===== src/rtl/serial_addsub.sv =====
// Bit-serial WIDTH-bit adder/subtractor: one full-adder cell, registered carry, LSB first.
// Optional zero flag output enabled by defining SERIAL_ADDSUB_ZERO_FLAG_EN.
module serial_addsub #(
    parameter int WIDTH = 8
) (
    input  logic             clk,
    input  logic             rst,
    input  logic             start,
    input  logic             sub,
    input  logic [WIDTH-1:0] a,
    input  logic [WIDTH-1:0] b,
    output logic             busy,
    output logic             done,
    output logic [WIDTH-1:0] result,
    output logic             cout,
`ifdef SERIAL_ADDSUB_ZERO_FLAG_EN
    output logic             zero,
`endif
    output logic             overflow
);

    localparam int CW = $clog2(WIDTH);
    localparam logic [CW-1:0] LAST = CW'(WIDTH - 1);

    typedef enum logic [1:0] {
        S_IDLE,
        S_RUN,
        S_DONE
    } state_t;

    state_t           r_state;
    state_t           w_next;
    logic [WIDTH-1:0] r_a;
    logic [WIDTH-1:0] r_b;
    logic [WIDTH-1:0] r_sh;
    logic             r_carry;
    logic [CW-1:0]    r_cnt;
    logic             w_accept;
    logic             w_last;
    logic             w_s;
    logic             w_co;
    logic [WIDTH-1:0] w_sh_next;
`ifdef SERIAL_ADDSUB_ZERO_FLAG_EN
    logic             r_zacc;
`endif

    function automatic logic maj3(input logic x, input logic y, input logic z);
        return (x & y) | (x & z) | (y & z);
    endfunction

    assign w_accept  = (r_state == S_IDLE) && start;
    assign w_last    = (r_state == S_RUN) && (r_cnt == LAST);
    assign w_s       = r_a[0] ^ r_b[0] ^ r_carry;
    assign w_co      = maj3(r_a[0], r_b[0], r_carry);
    assign w_sh_next = {w_s, r_sh[WIDTH-1:1]};

    always_ff @(posedge clk) begin
        if (rst) r_state <= S_IDLE;
        else     r_state <= w_next;
    end

    always_comb begin
        w_next = r_state;
        busy   = 1'b0;
        done   = 1'b0;
        case (r_state)
            S_IDLE: if (start) w_next = S_RUN;
            S_RUN: begin
                busy = 1'b1;
                if (r_cnt == LAST) w_next = S_DONE;
            end
            S_DONE: begin
                busy   = 1'b1;
                done   = 1'b1;
                w_next = S_IDLE;
            end
            default: w_next = S_IDLE;
        endcase
    end

    // Serial datapath: subtraction is a + ~b + 1, the +1 entering as the initial carry.
    always_ff @(posedge clk) begin
        if (rst) begin
            r_a      <= '0;
            r_b      <= '0;
            r_sh     <= '0;
            r_carry  <= 1'b0;
            r_cnt    <= '0;
            result   <= '0;
            cout     <= 1'b0;
            overflow <= 1'b0;
`ifdef SERIAL_ADDSUB_ZERO_FLAG_EN
            r_zacc   <= 1'b0;
            zero     <= 1'b0;
`endif
        end else if (w_accept) begin
            r_a     <= a;
            r_b     <= sub ? ~b : b;
            r_carry <= sub;
            r_cnt   <= '0;
`ifdef SERIAL_ADDSUB_ZERO_FLAG_EN
            r_zacc  <= 1'b1;
`endif
        end else if (r_state == S_RUN) begin
            r_a     <= {1'b0, r_a[WIDTH-1:1]};
            r_b     <= {1'b0, r_b[WIDTH-1:1]};
            r_sh    <= w_sh_next;
            r_carry <= w_co;
            r_cnt   <= r_cnt + 1'b1;
`ifdef SERIAL_ADDSUB_ZERO_FLAG_EN
            r_zacc  <= r_zacc & ~w_s;
`endif
            if (w_last) begin
                // On the MSB cycle r_carry is the carry into the sign bit.
                result   <= w_sh_next;
                cout     <= w_co;
                overflow <= r_carry ^ w_co;
`ifdef SERIAL_ADDSUB_ZERO_FLAG_EN
                zero     <= r_zacc & ~w_s;
`endif
            end
        end
    end

endmodule


===== config.mk =====
export PLATFORM = sky130hd
export DESIGN_NAME = serial_addsub
export DESIGN_NICKNAME = d
export VERILOG_FILES = /design/src/rtl/serial_addsub.sv
export SDC_FILE = /design/constraint.sdc
export NUM_CORES = 1
export LEC_CHECK = 0
export CAP_MARGIN = 20
export CELL_PAD_IN_SITES_DETAIL_PLACEMENT = 1
export CELL_PAD_IN_SITES_GLOBAL_PLACEMENT = 2
export CORE_ASPECT_RATIO = 0.8
export CORE_MARGIN = 2
export CORE_UTILIZATION = 29
export CTS_CLUSTER_DIAMETER = 100
export DETAILED_ROUTE_END_ITERATION = 8
export PLACE_DENSITY_LB_ADDON = 0.1
export SYNTH_ARGS = -nofsm -noshare
export SYNTH_HDL_FRONTEND = slang
export SYNTH_SLANG_ARGS = --single-unit
export TNS_END_PERCENT = 50

===== constraint.sdc =====
create_clock -name clk -period 1.35 [get_ports clk]
set_input_delay 0.2025 -clock clk [delete_from_list [all_inputs] [get_ports clk]]
set_output_delay 0.2025 -clock clk [all_outputs]
set_load 0.02 [all_outputs]

Word level (Yosys, flattened, before mapping). Index checks and enable logic that the tools add are counted.

Bits in registers: 40. Bits in latches: 0. RAM bits: 0. Bits in read-only memories: 0. Output and inout port bits: 12. Word-level logic and storage cells: 46. Memories kept: 0.

$add $sub $neg: 1. Multipliers: 0. Divide/modulo/power cells: 0. Order comparisons: 0. Equality and inequality tests: 5. Shift operators: 0. Multiplexer cells: 12. Bitwise operators: 10. Reductions and logical operators: 9.

Operators with widths (count): $mux W8 (5); $not A8 Y8 (1); $mux W1 (4); $mux W2 (2); $ne A2 B2 Y1 const B (2); $pmux W2 S2 (1); $reduce_and A2 Y1 (2); $reduce_or A2 Y1 (2); $add A3 B1 Y3 const B (1); $and A1 B1 Y1 (3); $eq A3 B3 Y1 const B (1); $reduce_and A3 Y1 (1); $xor A1 B1 Y1 (3); $eq A2 B1 Y1 const B (1); $eq A2 B2 Y1 const B (1); $logic_and A1 B1 Y1 (2); $logic_not A2 Y1 (1); $or A1 B1 Y1 (2); $reduce_bool A2 Y1 (1); $not A1 Y1 (1).

Logic depth before layout (Yosys ltp).
Depth after elaboration: 5. Gate-level depth with buffers: 6. Gate-level depth less buffers: 5.

Worst setup path before layout. Ideal clock, no wire load.

Kind: register -> register. Start: register r_cnt[0]. End: register overflow. Library setup time: 91 ps. Arrival time: 1251 ps. Required time: 1259 ps. Path slack: 9 ps. Stages on the path, launching flop included: 6. Path buffers: 1. Period minus slack after synthesis: 1341 ps. Cells stage by stage: dfxtp_1 > ha_1 > ha_1 > and2_1 > buf_4 > a311oi_1.

Cells in the longest elaborated chain, start to end: 3.

Ends and longest elaborated chain: from (decl) (line 37) `logic [CW-1:0] r_cnt;`; from (signal assigned) (line 109) `r_cnt <= r_cnt + 1'b1;`; $eq A3 B3 Y1 (line 52) `assign w_last = (r_state == S_RUN) && (r_cnt == LAST);`; $logic_and A1 B1 Y1 (line 52); $reduce_and A3 Y1 (no source line); to (signal assigned) (line 117) `overflow <= r_carry ^ w_co;`; to (decl) (line 19) `output logic overflow`.

Every way passes these cells. A chain may end at the register's enable or synchronous reset.

Worst setup path in the final report.
Start: register r_state[0]. End: register r_state[0].

Cells in the longest elaborated chain, start to end: 3. Elaborated cells on any way between the ends: 6.

Ends and longest elaborated chain: from (decl) (line 31) `state_t r_state;`; from (signal assigned) (line 59) `else r_state <= w_next;`; $eq A2 B1 Y1 or $logic_not A2 Y1 (tied branches) (line 66) `case (r_state)`; $ne A2 B2 Y1 (no source line); $reduce_and A2 Y1 (no source line).

Several ways; a longest one is shown, not always the timed one.

==> tab_implementation.tex <==
\begin{tabular}{lr}
\hline
Metric & Value \\
\hline
\multicolumn{2}{l}{\textbf{Run status}} \\
Run status & complete, but fails checks \\
Failing checks & negative setup slack \\
\multicolumn{2}{l}{\textbf{Hold path}} \\
Type of the worst min-delay path & reg2reg \\
Beginning of the worst hold path & r\_sh[1] \\
\multicolumn{2}{l}{\textbf{Clock tree}} \\
Clock tree from TritonCTS & done \\
Maximum root-to-sink buffer count & 2 \\
Number of CTS-inserted buffers & 5 \\
Clock sink total & 39 \\
Clock transition at the registers of the reported paths & 0.08 ns \\
Count of buffers added by post-CTS timing repair for setup & 0 \\
Insertion delay to the later sink of the worst-skew pair & 0.29 ns \\
Clock Root Buffer & clkbuf\_8 \\
CTS HTree Levels & 2 \\
\multicolumn{2}{l}{\textbf{Floorplanning}} \\
Starting density of the core & 0.301 \\
Cell row count & 25 \\
Width of the die & 91.6 µm \\
Die Outline Area & 6790 µm² \\
Die span in y & 74.1 µm \\
I/O pins & 32 \\
Core area & 5910 µm² \\
\multicolumn{2}{l}{\textbf{Power and ir drop}} \\
Internal power & 2.84 mW \\
Sequential cell fraction of total power & 0.348 \\
Maximum ir drop on the vdd rail & 668 µV \\
Power share of the combinational group & 0.450 \\
Sw Pwr & 1.48 mW \\
Clock network power share & 0.202 \\
Total power per unit cell area & 1740 nW/µm² \\
Leakage component of the power & 0.946 nW \\
Fraction of power spent switching nets & 0.342 \\
\multicolumn{2}{l}{\textbf{Placement}} \\
Worst slack, placed & -0.153 ns \\
Count of port buffers added during placement & 31 \\
Cell total after placement & 298 \\
Post-DP Area & 2290 µm² \\
Final HPWL from detailed placement & 2940 µm \\
Final weighted congestion in routability-driven placement & 0.729 \\
\multicolumn{2}{l}{\textbf{Job}} \\
Count of maximum capacitance violations & 0 \\
\multicolumn{2}{l}{\textbf{Final layout}} \\
Count of non-filler cells in the finished layout & 306 \\
Final instance area & 2480 µm² \\
Synth-to-layout area growth & 39.1\% \\
Area occupied by multi-input gates & 998 µm² \\
Commonest non-fill, non-tap cells in the layout & 35 x dfxtp\_1, 24 x mux2i\_1, 22 x nor2\_1 \\
Number of antenna diodes & 0 \\
Fill cell total of the finished layout & 663 \\
Fraction of layout cells with a size suffix above 1 & 0.213 \\
Total number of nets in the final design & 252 \\
Sequential cell area in the final layout & 786 µm² \\
Commonest non-fill, non-tap cell in the layout & dfxtp\_1 \\
\multicolumn{2}{l}{\textbf{Logic synthesis}} \\
Multiplexer share of the synthesized area & 0.135 \\
Post-synthesis instance total & 184 \\
Post-Synthesis Net Count & 212 \\
Post-synth top area cell & dfxtp\_1 \\
Average instance area after synthesis & 9.68 µm² \\
Combinational family with the most area after synthesis & compound AO/OA/AOI/OAI gates \\
Compound-gate portion of the synthesized area & 0.141 \\
Sequential share of the synthesized area & 0.439 \\
Area fraction in and, or, nand and nor cells after synthesis & 0.125 \\
Syn. warnings & 0 \\
Adder-Cell Fraction of Synth Area & 0.0604 \\
Total of flip-flops plus latches after synthesis & 39 \\
Area share of xor/xnor cells in the synthesized design & 0.0492 \\
Post-synthesis cell area & 1780 µm² \\
Biggest area contributors in the synthesized netlist & dfxtp\_1 44\%, mux2i\_1 13\%, a211oi\_1 5.9\% \\
Distinct cell type count of the synthesized netlist & 26 \\
Share of the synthesized area in the top cell type & 0.439 \\
\multicolumn{2}{l}{\textbf{Route}} \\
Detailed Route Iter0 Violations & 31 \\
Detailed-routing iteration count for the pre-antenna-repair pass & 4 \\
Wire length per cell after detailed routing & 14.1 µm \\
Remaining number of nets flagged by the antenna check after routing & 0 \\
Via Count & 1426 \\
Detail-routed via count per cell & 4.66 \\
Routed Wire Length & 4320 µm \\
Final routed DRC violation total & 0 \\
\multicolumn{2}{l}{\textbf{STA}} \\
RSZ-0062 raised after global routing & true \\
Slew Limit Fails & 0 \\
Final hold violation count & 0 \\
Worst slew margin relative to its limit & 0.837 \\
Max frequency & 737 MHz \\
Clock Skew & 0.00869 ns \\
Final worst slack & -0.00716 ns \\
Worst-margin pin slew & 0.242 ns \\
Min Clock Period, post-route & 1.36 ns \\
Final setup violation count & 2 \\
Share of the cycle needed by the critical path after routing & 1.01 \\
\multicolumn{2}{l}{\textbf{Setup path}} \\
CP Class & reg2reg \\
Max Fanout on Critical Path & 5 \\
Source of the critical timing path & r\_state[0] \\
Data arrival time of the critical path & 1.58 ns \\
Required time reported for the critical path endpoint & 1.57 ns \\
Crit path capture type & flip-flop \\
Worst r2r src & r\_state[0] \\
Crit path launch type & flip-flop \\
\multicolumn{2}{l}{\textbf{GRT}} \\
Vias in the first global route & 1482 \\
Remaining global-route overflow & 0 \\
Total GRT Usage & 0.140 \\
Number of antenna violations at the first check in global routing & 0 \\
Largest net degree at the start of global routing & 40 \\
Wire length of the first global-routing pass & 7450 µm \\
\hline
\end{tabular}
-- flip-flops by register name (all words and copies together), names as in the netlist --
name and flops:
cout 1, overflow 1, r_a 8, r_b 8, r_carry 1, r_cnt 3, r_sh 7, r_state 2
result 8
-- path summary, 6_finish.rpt --
check,endpoint,slack (ns),cells past startpoint
max reg2reg,r_state[0],-0.007,5
min,result[0],0.48,2
max,r_state[0],-0.007,5
min reg2reg,result[0],0.48,2
-- what timing repair did --
item,4_1_cts,5_1_grt
pin swaps,3,5
endpoints found under the setup margin,40,29
hold buffers,0,0
gates resized for setup,34,21
-- cells in the mapped netlist --
cell	instances
nor2b_1	1
o21ai_0	11
and2_1	2
nand2_1	4
buf_6	2
buf_4	2
or3b_1	2
buf_1	2
nor3_1	3
a211oi_2	1
ha_1	7
fa_1	1
buf_2	6
a311oi_1	1
xor2_1	8
a211oi_1	14
inv_1	2
mux2i_1	24
nor2_1	22
dfxtp_1	39
a21oi_1	14
clkbuf_1	2
nor2b_4	1
xnor2_1	2
nand3b_1	2
nand3_1	9
-- cells by family after synthesis --
| group | after synthesis |
|---|---|
| buffers and inverters | 16 |
| AO/OA/AOI/OAI | 41 |
| AND/OR/NAND/NOR | 46 |
| multiplexers | 24 |
| adder cells (fa/ha/maj) | 8 |
| flip-flops | 39 |
| XOR/XNOR | 10 |
-- metal layers --
metal | part of all wire | vias up | GRT usage
met5 | 0 | - | 0
met1 | 0.49 | 664 | 0.180
met4 | 0.018 | 0 | 0.0556
met3 | 0.038 | 9 | 0.0365
met2 | 0.45 | 28 | 0.227
li1 | - | 725 | -
-- metrics by stage --
stage | total power [mW] | hold slack (ns) | util | TNS [ns]
final | 4.31 | 0.480 | 0.419 | -0.00875
after global placement | 3.19 | 0.464 | 0.388 | -0.792
after floorplan | 2.66 | 0.339 | - | 0
after global routing | 4.61 | 0.492 | 0.419 | -0.188
after CTS | 4.24 | 0.469 | 0.411 | -0.0293
after detailed placement | 3.27 | 0.468 | 0.388 | -2.04
-- critical path: stages (launching register included) --
cell     delay [ns]
dfxtp_2        0.32
buf_4          0.14
ha_4           0.18
nor2b_4        0.14
or3b_4         0.38
a21oi_2        0.13
-- power groups by stage --
stage	registers [mW]	clock network (mW)	logic [mW]
after floorplan	1.48	0	1.17
after global placement	1.50	0	1.68
after detailed placement	1.51	0	1.76
after CTS	1.50	0.903	1.84
after global routing	1.53	0.958	2.12
final	1.50	0.873	1.94
-- layout make-up --
class | count | share of cell area
Sequential cell | 39 | 0.317
Inverter | 2 | 0.00303
Tap cell | 81 | 0.0409
Multi-Input combinational cell | 129 | 0.403
Timing Repair Buffer | 47 | 0.195
Clock buffer | 8 | 0.0404
No activity file was read; power rests on OpenSTA's default activity.
